==> src/rtl/mem_access_unit_pkg.sv <==
// Shared types and constants for the memory-access stage: size encodings, FSM states,
// read-latency counter width and small address helpers.
package mem_access_pkg;

  localparam logic [1:0] SIZE_B = 2'b00;
  localparam logic [1:0] SIZE_H = 2'b01;
  localparam logic [1:0] SIZE_W = 2'b10;

  // Wide enough for READ_LAT up to 3.
  localparam int unsigned LAT_CNT_W = 2;

  typedef enum logic [1:0] {
    StIdle,
    StRdWait,
    StWr,
    StResp
  } state_e;

  // Reserved encoding 2'b11 behaves as a word access.
  function automatic logic [1:0] norm_size(input logic [1:0] size);
    return (size == 2'b11) ? SIZE_W : size;
  endfunction

  function automatic logic is_misaligned(input logic [1:0] size, input logic [1:0] lo);
    return ((size == SIZE_H) && lo[0]) || ((size == SIZE_W) && (lo != 2'b00));
  endfunction

  // Clears the low address bits that a naturally aligned access of this size ignores.
  function automatic logic [1:0] align_lo(input logic [1:0] size, input logic [1:0] lo);
    logic [1:0] res;
    case (size)
      SIZE_B:  res = lo;
      SIZE_H:  res = {lo[1], 1'b0};
      default: res = 2'b00;
    endcase
    return res;
  endfunction

endpackage

==> src/rtl/mem_access_unit_lane_align.sv <==
// Combinational byte-lane logic: little-endian load extract/extend and store merge
// of a sub-word into a full memory word.
module lane_align
  import mem_access_pkg::*;
(
  input  logic [31:0] word_i,
  input  logic [1:0]  addr_i,
  input  logic [1:0]  size_i,
  input  logic        unsigned_i,
  input  logic [31:0] wdata_i,
  output logic [31:0] load_data_o,
  output logic [31:0] store_word_o
);

  logic [7:0]  byte_sel;
  logic [15:0] half_sel;

  always_comb begin
    byte_sel = word_i[7:0];
    case (addr_i)
      2'b00:   byte_sel = word_i[7:0];
      2'b01:   byte_sel = word_i[15:8];
      2'b10:   byte_sel = word_i[23:16];
      default: byte_sel = word_i[31:24];
    endcase
    half_sel = addr_i[1] ? word_i[31:16] : word_i[15:0];
  end

  always_comb begin
    load_data_o = word_i;
    case (size_i)
      SIZE_B:  load_data_o = {{24{byte_sel[7] & ~unsigned_i}}, byte_sel};
      SIZE_H:  load_data_o = {{16{half_sel[15] & ~unsigned_i}}, half_sel};
      default: load_data_o = word_i;
    endcase
  end

  always_comb begin
    store_word_o = word_i;
    case (size_i)
      SIZE_B: begin
        case (addr_i)
          2'b00:   store_word_o[7:0]   = wdata_i[7:0];
          2'b01:   store_word_o[15:8]  = wdata_i[7:0];
          2'b10:   store_word_o[23:16] = wdata_i[7:0];
          default: store_word_o[31:24] = wdata_i[7:0];
        endcase
      end
      SIZE_H: begin
        if (addr_i[1]) store_word_o[31:16] = wdata_i[15:0];
        else           store_word_o[15:0]  = wdata_i[15:0];
      end
      default: store_word_o = wdata_i;
    endcase
  end

endmodule

==> src/rtl/mem_access_unit.sv <==
// Memory-access stage: load/store to a word-wide memory, read-modify-write for sub-word stores.
// Optional macro MISALIGN_TRAP_EN turns misaligned half/word accesses into error responses.
module mem_access_unit
  import mem_access_pkg::*;
#(
  parameter int unsigned READ_LAT = 1
) (
  input  logic        clk,
  input  logic        rst_n,
  input  logic        req_valid,
  output logic        req_ready,
  input  logic        req_we,
  input  logic [1:0]  req_size,
  input  logic        req_unsigned,
  input  logic [31:0] req_addr,
  input  logic [31:0] req_wdata,
  output logic        resp_valid,
  output logic [31:0] resp_rdata,
  output logic        resp_err,
  output logic [31:0] mem_address,
  output logic [31:0] mem_write_data,
  output logic        mem_write_enable,
  input  logic [31:0] mem_read_data
);

  localparam logic [LAT_CNT_W-1:0] LastCnt = LAT_CNT_W'(READ_LAT - 1);

  state_e                state_q, state_d;
  logic [LAT_CNT_W-1:0]  cnt_q, cnt_d;
  logic                  we_q, we_d;
  logic [1:0]            size_q, size_d;
  logic                  uns_q, uns_d;
  logic [1:0]            lo_q, lo_d;
  logic [31:0]           wdata_q, wdata_d;

  logic                  resp_valid_q, resp_valid_d;
  logic [31:0]           resp_rdata_q, resp_rdata_d;
  logic                  resp_err_q, resp_err_d;
  logic [31:0]           mem_address_q, mem_address_d;
  logic [31:0]           mem_wdata_q, mem_wdata_d;
  logic                  mem_we_q, mem_we_d;

  logic [1:0]            req_size_n;
  logic                  trap;
  logic [31:0]           load_data;
  logic [31:0]           store_word;

  assign req_size_n = norm_size(req_size);

`ifdef MISALIGN_TRAP_EN
  assign trap = is_misaligned(req_size_n, req_addr[1:0]);
`else
  assign trap = 1'b0;
`endif

  lane_align u_lane_align (
    .word_i       (mem_read_data),
    .addr_i       (lo_q),
    .size_i       (size_q),
    .unsigned_i   (uns_q),
    .wdata_i      (wdata_q),
    .load_data_o  (load_data),
    .store_word_o (store_word)
  );

  always_comb begin
    state_d       = state_q;
    cnt_d         = cnt_q;
    we_d          = we_q;
    size_d        = size_q;
    uns_d         = uns_q;
    lo_d          = lo_q;
    wdata_d       = wdata_q;
    mem_address_d = mem_address_q;
    mem_wdata_d   = mem_wdata_q;
    mem_we_d      = 1'b0;
    resp_valid_d  = 1'b0;
    resp_rdata_d  = '0;
    resp_err_d    = 1'b0;

    unique case (state_q)
      StIdle: begin
        if (req_valid) begin
          we_d    = req_we;
          size_d  = req_size_n;
          uns_d   = req_unsigned;
          lo_d    = align_lo(req_size_n, req_addr[1:0]);
          wdata_d = req_wdata;
          if (trap) begin
            // No memory access at all; mem_address keeps its previous value.
            state_d      = StResp;
            resp_valid_d = 1'b1;
            resp_err_d   = 1'b1;
          end else if (req_we && (req_size_n == SIZE_W)) begin
            state_d       = StWr;
            mem_address_d = {2'b00, req_addr[31:2]};
            mem_we_d      = 1'b1;
            mem_wdata_d   = req_wdata;
          end else begin
            state_d       = StRdWait;
            mem_address_d = {2'b00, req_addr[31:2]};
            cnt_d         = '0;
          end
        end
      end
      StRdWait: begin
        if (cnt_q == LastCnt) begin
          if (we_q) begin
            state_d     = StWr;
            mem_we_d    = 1'b1;
            mem_wdata_d = store_word;
          end else begin
            state_d      = StResp;
            resp_valid_d = 1'b1;
            resp_rdata_d = load_data;
          end
        end else begin
          cnt_d = cnt_q + LAT_CNT_W'(1);
        end
      end
      StWr: begin
        state_d      = StResp;
        resp_valid_d = 1'b1;
      end
      StResp: begin
        state_d = StIdle;
      end
      default: begin
        state_d = StIdle;
      end
    endcase
  end

  always_ff @(posedge clk or negedge rst_n) begin
    if (!rst_n) begin
      state_q       <= StIdle;
      cnt_q         <= '0;
      we_q          <= 1'b0;
      size_q        <= SIZE_W;
      uns_q         <= 1'b0;
      lo_q          <= 2'b00;
      wdata_q       <= '0;
      resp_valid_q  <= 1'b0;
      resp_rdata_q  <= '0;
      resp_err_q    <= 1'b0;
      mem_address_q <= '0;
      mem_wdata_q   <= '0;
      mem_we_q      <= 1'b0;
    end else begin
      state_q       <= state_d;
      cnt_q         <= cnt_d;
      we_q          <= we_d;
      size_q        <= size_d;
      uns_q         <= uns_d;
      lo_q          <= lo_d;
      wdata_q       <= wdata_d;
      resp_valid_q  <= resp_valid_d;
      resp_rdata_q  <= resp_rdata_d;
      resp_err_q    <= resp_err_d;
      mem_address_q <= mem_address_d;
      mem_wdata_q   <= mem_wdata_d;
      mem_we_q      <= mem_we_d;
    end
  end

  assign req_ready        = (state_q == StIdle);
  assign resp_valid       = resp_valid_q;
  assign resp_rdata       = resp_rdata_q;
  assign resp_err         = resp_err_q;
  assign mem_address      = mem_address_q;
  assign mem_write_data   = mem_wdata_q;
  assign mem_write_enable = mem_we_q;

endmodule

==> config.mk <==
export PLATFORM = sky130hd
export DESIGN_NAME = mem_access_unit
export DESIGN_NICKNAME = d
export VERILOG_FILES = /design/src/rtl/mem_access_unit_pkg.sv /design/src/rtl/mem_access_unit_lane_align.sv /design/src/rtl/mem_access_unit.sv
export SDC_FILE = /design/constraint.sdc
export NUM_CORES = 1
export LEC_CHECK = 0
export BUFFER_PORTS_ARGS = -buffer_cell sky130_fd_sc_hd__clkbuf_2
export CAP_MARGIN = 10
export CORE_MARGIN = 4
export CORE_UTILIZATION = 35
export DETAILED_ROUTE_END_ITERATION = 12
export PLACE_DENSITY_LB_ADDON = 0.2
export SLEW_MARGIN = 20
export SYNTH_ARGS = -nofsm -noshare
export SYNTH_HDL_FRONTEND = slang
export SYNTH_SLANG_ARGS = --single-unit
==> constraint.sdc <==
create_clock -name clk -period 1.73 [get_ports clk]
set_input_delay 0.346 -clock clk [delete_from_list [all_inputs] [get_ports clk]]
set_output_delay 0.346 -clock clk [all_outputs]
set_load 0.02 [all_outputs]
==> results.toml, run 1 <==
[timing]
setup_viol = 0
rsz0062_at_grt = "yes"
worst_hold_slack_ns = 0.158
timing.final.crit_share_pct = 100
hold_viol_final = 0
clock_skew_ns = 0.00743
maxSlewViolCount = 0
period_minus_slack_ns = 1.73
fmax_mhz = 578

[cells_and_area]
layout-drive-gt1-share_pct = 49.7
nFillCells = 1788
antenna_cells = 0
layout_common_cells = "clkbuf_2, dfrtp_1, mux2_2"
final_cells = 1145
fin_nets = 979
mostFrequentLayoutCell = "clkbuf_2"
final_area_mm2 = 0.00958
syn2layout_area_growth_pct = 41.0
final_util_pct = 50.7

[die]
core_mm2 = 0.0189
io_pins = 203
die_w_um = 147
rows = 50
die_h_um = 147
dieArea_mm2 = 0.0217
initial_core_util_pct = 36.0

[worst_setup_path]
timing.rr.end = "mem_write_data[2]"
required_ns = 2.05
r2r-start = "state_q[0]"
crit_chain = "inv_2 -> ha_4 -> buf_6 -> a211oi_4 -> nand3_2 -> buf_6 -> o211ai_1"
slowest_delay_ns = 0.40
crit_top_cell = "buf_6"
path_class = "reg -> reg"
path_buf_inv = 3
cpLargestDelayFamily = "compound AO/OA/AOI/OAI gates"
cp-end-kind = "flop"
ff2ff_path_depth = 7
critical_path.max_fanout = 8
r2r_slack_ns = 0.0003
cp.arrival_ns = 2.05
setup.worst_path.start_class = "flop"
slowest_stage = "dfrtp_1"

[hold_path]
hold_start = "req_addr[28]"
holdPathEnd = "mem_address[26]"
hold_class = "in -> reg"
holdPathStages = 2

[placed_design]
dp_hpwl_um = 16300
port_buffers = 199
place_area_mm2 = 0.00844
place_congestion = 0.850
dp.cells = 1102

[clock_network]
clk_latency_ns = 0.42
cts-root-buf = "clkbuf_16"
cts_buffers = 17
path_clk_slew_ns = 0.06
tritoncts = "yes"
cts_buffer_depth = 2
h-tree-depth = 4
cts_sinks = 138

[power]
finalPower_uw = 19800
pwr-share-comb_pct = 52.4
internal_power_uw = 11500
power_density_mw_per_mm2 = 2070
swShare_pct = 42.1
ir_worst_vdd_mv = 0.822
leakage_uw = 0.00456
p_switching_uw = 8330
pwr-share-clk_pct = 18.2
seqPwrFrac_pct = 29.3

[yosys]
yosysSeqAreaShare_pct = 50.8
yosys_warnings = 0
synthFlopType = "dfrtp_1"
synth-edff-count = 0
avgSynthCellArea_um2 = 10.7
synth_cell_type_count = 52
ys_ff_latch = 138
netlist_area_mm2 = 0.00680
postSynth.asyncResetShare_pct = 100
synth_cells = 637

[drt]
wl_um = 22000
wire_per_inst_um = 19.2
detail_route.vias_per_cell = 5.15
via_count = 5898
first_pass_iters = 4
antenna_left = 0
drc_errors = 0
drt_iter0_markers = 371

[global_route]
first_global_vias = 5809
grt_pass1_wl_um = 33300
grt-ovfl-total = 0
antenna_found_initial = 0
grt_max_degree = 45
grt_use_total_pct = 19.8

[job]
drv_cap = 0

[run_status]
status = "finished clean"
[worst register-to-register path, delay by kind of cell (launching register included)]
family | cells | cell delay, ns
compound gates | 2 | 0.54
flops | 1 | 0.40
buf+inv | 3 | 0.36
fa+ha+maj | 1 | 0.18
simple gates | 1 | 0.15
[area by class of cell]
type                            instances  area [µm²]  area share [%]
Multi-Input combinational cell        439        3500            36.5
Inverter                                9        33.8           0.352
Timing Repair Buffer                  267        1680            17.5
Clock inverter                          6        86.3           0.901
Clock buffer                           26         499            5.21
Tap cell                              260         325            3.39
Sequential cell                       138        3460            36.1
[logic make-up (layout without fill, tap and decap cells)]
family / after synthesis / count (layout) / share of synthesized area, %
DFF: 138 / 138 / 50.8
and+or+nand+nor: 207 / 208 / 15.7
adders and majority gates: 4 / 4 / 0.737
muxes: 90 / 90 / 14.8
buffers and inverters: 63 / 308 / 4.22
other: 1 / 3 / 0.0552
AOI/OAI and AO/OA: 134 / 134 / 13.7
[flip-flops by register name, summed over array words and instances (netlist names)]
| name | flops |
|---|---|
| wdata_q | 32 |
| mem_write_data | 32 |
| lo_q | 2 |
| size_q | 2 |
| state_q | 2 |
| we_q | 1 |
| resp_rdata | 32 |
| resp_valid | 1 |
| mem_address | 30 |
| uns_q | 1 |
| cnt_q | 2 |
| mem_write_enable | 1 |
[per-stage QoR]
step / setup WS [ns] / TNS [ns]
after floorplan: -0.0222 / -0.210
after global placement: -0.0369 / -0.0641
after detailed placement: -0.129 / -2.31
after CTS: 0.000456 / 0
after global routing: -0.129 / -2.84
final: 0.000325 / 0
[power groups by stage]
stage / Clock, µW / Combinational [µW] / Sequential [µW]
6_report: 3610 / 10400 / 5810
5_1_grt: 3840 / 11300 / 5970
4_1_cts: 3700 / 9160 / 5740
3_5_place_dp: 0 / 9050 / 5780
3_3_place_gp: 0 / 8950 / 5750
2_1_floorplan: 0 / 4780 / 6600
[Yosys cell counts, types with 2 or more instances]
master      n  area (µm²)
nor2_1     26        97.6
a21o_1      2        15.0
a21boi_0    8        60.1
a21oi_1    18        90.1
nor3_1     20         100
inv_1       8        30.0
o21a_1      2        15.0
o311ai_0    8        70.1
nor2b_1    21         131
mux2i_1    16         160
nand4_1     8        50.1
nand2_1    71         267
o31ai_1    16         120
buf_1       2        7.51
a221oi_1   16         140
and3_1     14        87.6
o211ai_1    8        60.1
clkbuf_1   31         116
a22o_1      3        26.3
nand2b_1   10        62.6
mux2_2     73         822
nand3_1    11        55.1
buf_4       7        52.6
dfrtp_1   137        3430
ha_1        4        50.1
o21ai_0    32         160
o22ai_1     2        12.5
buf_2      13        65.1
o21bai_1    6        45.0
nand4b_1   16         140
a31oi_1     7        43.8
[timing repair]
action | in CTS | in global routing
hold buffers | 1 | 0
endpoints found under the setup margin | 49 | 56
pin swaps | 0 | 27
cloned | 0 | 2
hold endpoints to repair | 39 | 0
gates resized for setup | 10 | 98
buffers inserted | 0 | 9
[per-layer routing]
layer | GRT usage (%) | vias to the layer above | wire (µm)
met2 | 30.6 | 189 | 10400
met1 | 28.0 | 2899 | 10100
met3 | 4.60 | 21 | 1190
li1 | - | 2789 | -
met4 | 5.82 | 0 | 333
met5 | 0 | - | 0
[worst max-delay path by stage]
stage,cells after the start,startpoint,end,slack (ns)
floorplan,8,state_q[1],mem_write_data[24],-0.02
global placement,5,size_q[1],resp_rdata[7],-0.04
detailed placement,7,cnt_q[0],mem_write_data[24],-0.13
CTS,6,lo_q[1],mem_write_data[15],0.0005
global route,6,state_q[0],mem_write_data[8],-0.13
finish,7,state_q[0],mem_write_data[2],0.0003
(Power assumes the default switching activity.)
==> run 2: changes to the inputs <==
--- a/config.mk
+++ b/config.mk
@@ -7,9 +7,11 @@
 export LEC_CHECK = 0
 export BUFFER_PORTS_ARGS = -buffer_cell sky130_fd_sc_hd__clkbuf_2
 export CAP_MARGIN = 10
+export CORE_ASPECT_RATIO = 0.7
 export CORE_MARGIN = 4
 export CORE_UTILIZATION = 35
 export DETAILED_ROUTE_END_ITERATION = 12
+export GPL_TIMING_DRIVEN = 0
 export PLACE_DENSITY_LB_ADDON = 0.2
 export SLEW_MARGIN = 20
 export SYNTH_ARGS = -nofsm -noshare
==> results.toml, run 2 (synthesis gave the netlist of run 1 again) <==
[cells_and_area]
fin_nets = 994
layout-drive-gt1-share_pct = 55.3
nFillCells = 1698
layout_common_cells = "clkbuf_2, dfrtp_1, mux2_2"
syn2layout_area_growth_pct = 50.9
final_cells = 1164
mostFrequentLayoutCell = "clkbuf_2"
antenna_cells = 0

[worst_setup_path]
critPathLaunch = "state_q[1]"
timing.rr.end = "mem_write_data[7]"
setup.worst_path.start_class = "flop"
cp-endpoint = "mem_write_data[7]"
ff2ff_path_depth = 8
cp.arrival_ns = 2.11
required_ns = 2.03
critical_path.max_fanout = 6
r2r_slack_ns = -0.08
cp-end-kind = "flop"
path_class = "reg -> reg"
r2r-start = "state_q[1]"

[drt]
wl_um = 24700
drt_iter0_markers = 396
route.met2.wl_um = 11000
antenna_left = 0
detail_route.vias_per_cell = 5.36
first_pass_iters = 5
dr_wl_met3_um = 2100
wire_per_inst_um = 21.2
top_layer_used = "met5"
drc_errors = 0
wirelength_met1_um = 11300
via_count = 6244

[timing]
hold_viol_final = 0
tightest_slew_ns = 0.549
rsz0062_at_grt = "yes"
fmax_mhz = 553
clock_skew_ns = 0.0103
maxSlewViolCount = 0
relSlewSlack_pct = 63.3
worst_slack_ns = -0.0797
setup_viol = 32
timing.final.crit_share_pct = 105
period_minus_slack_ns = 1.81

[global_route]
grt_max_degree = 74
antenna_found_initial = 2
grt-ovfl-total = 0
first_global_vias = 6233
grt_pass1_wl_um = 37300
grt_use_total_pct = 22.2

[die]
rows = 42
die_h_um = 125
die_w_um = 175
initial_core_util_pct = 35.8
core_mm2 = 0.0190
dieArea_mm2 = 0.0217
io_pins = 203

[clock_network]
cts_sinks = 138
h-tree-depth = 4
tritoncts = "yes"
cts-root-buf = "clkbuf_16"
clk_latency_ns = 0.43
cts_buffer_depth = 2
path_clk_slew_ns = 0.06
cts_buffers = 17

[placed_design]
port_buffers = 199
dp.cells = 1103
dp_hpwl_um = 17700
dp_slack_ns = -0.633
place_congestion = 0.899

[run_status]
status = "complete, but fails checks"
violations = "setup timing"

[job]
drv_cap = 0

[power]
ir_worst_vdd_mv = 0.904
leakage_uw = 0.00474
power_density_mw_per_mm2 = 2190

[hold_path]
hold_class = "in -> reg"
-- run 2: cell count changes in the layout (fill, tap and decap cells not counted), sizes merged --
cell,change
buf,-5
bufinv,+1
clkbuf,+15
clkinv,+3
clkinvlp,+3
inv,-1
nand2,-1
-- run 2: how the worst min path moves through the flow --
stage                start           endpoint  cells after the start
6_report       req_addr[0]            lo_q[0]                      2
5_1_grt        req_addr[7]     mem_address[5]                      2
4_1_cts        req_addr[0]            lo_q[0]                      2
3_5_place_dp         rst_n  mem_write_data[2]                      1
3_3_place_gp   wdata_q[18]        wdata_q[18]                      1
2_1_floorplan        rst_n           cnt_q[0]                      0
-- run 2: stage by stage --
stage                     setup TNS, ns  area, µm²  total power [µW]  utilization (%)  hold slack, ns
after floorplan                  -0.210       6840             11400                -          0.0504
after global placement          -340.43       8170             14400             43.1           0.483
after detailed placement         -44.82       8210             14500             43.3           0.387
after CTS                         -1.20       9640             20700             50.8           0.125
after global routing              -4.33      10300             23700             54.0           0.133
final                             -1.39      10300             22500             54.0           0.143
-- run 2: cell type report --
class	count	area [µm²]	share of cell area [%]
Clock inverter	12	146	1.43
Buffer	49	455	4.44
Sequential cell	138	3460	33.7
Timing Repair Buffer	234	1390	13.6
Inverter	9	38.8	0.378
Multi-Input combinational cell	438	3970	38.7
Clock buffer	20	467	4.55
Tap cell	264	330	3.22
-- run 2: repair_timing --
action	4_1_cts	5_1_grt
setup buffers	20	9
gates cloned	2	3
pin swaps	40	22
hold buffers	1	0
setup endpoints to repair	133	111
endpoints found under the hold margin	65	0
gates resized for setup	163	128
-- run 2: report_power, final --
group	internal, µW	switching, µW	leakage (µW)	total [µW]
registers	4720	1220	0.00171	5940
logic	5590	7140	0.00273	12700
clock network	2370	1430	0.000298	3800
total	12700	9790	0.00474	22500
-- run 2: routing by layer --
| layer | up-vias | track usage, % |
|---|---|---|
| li1 | 2821 | - |
| met4 | 2 | 5.96 |
| met1 | 3114 | 32.9 |
| met3 | 34 | 5.76 |
| met2 | 273 | 32.2 |
| met5 | - | 0 |
-- run 2: worst max-delay path: stages, from the launching register on --
cell       delay [ns]
dfrtp_1          0.39
inv_2            0.11
ha_4             0.17
buf_6            0.13
nor2_4           0.05
a211o_4          0.36
clkbuf_16        0.20
o21ai_0          0.15
o211ai_1         0.12
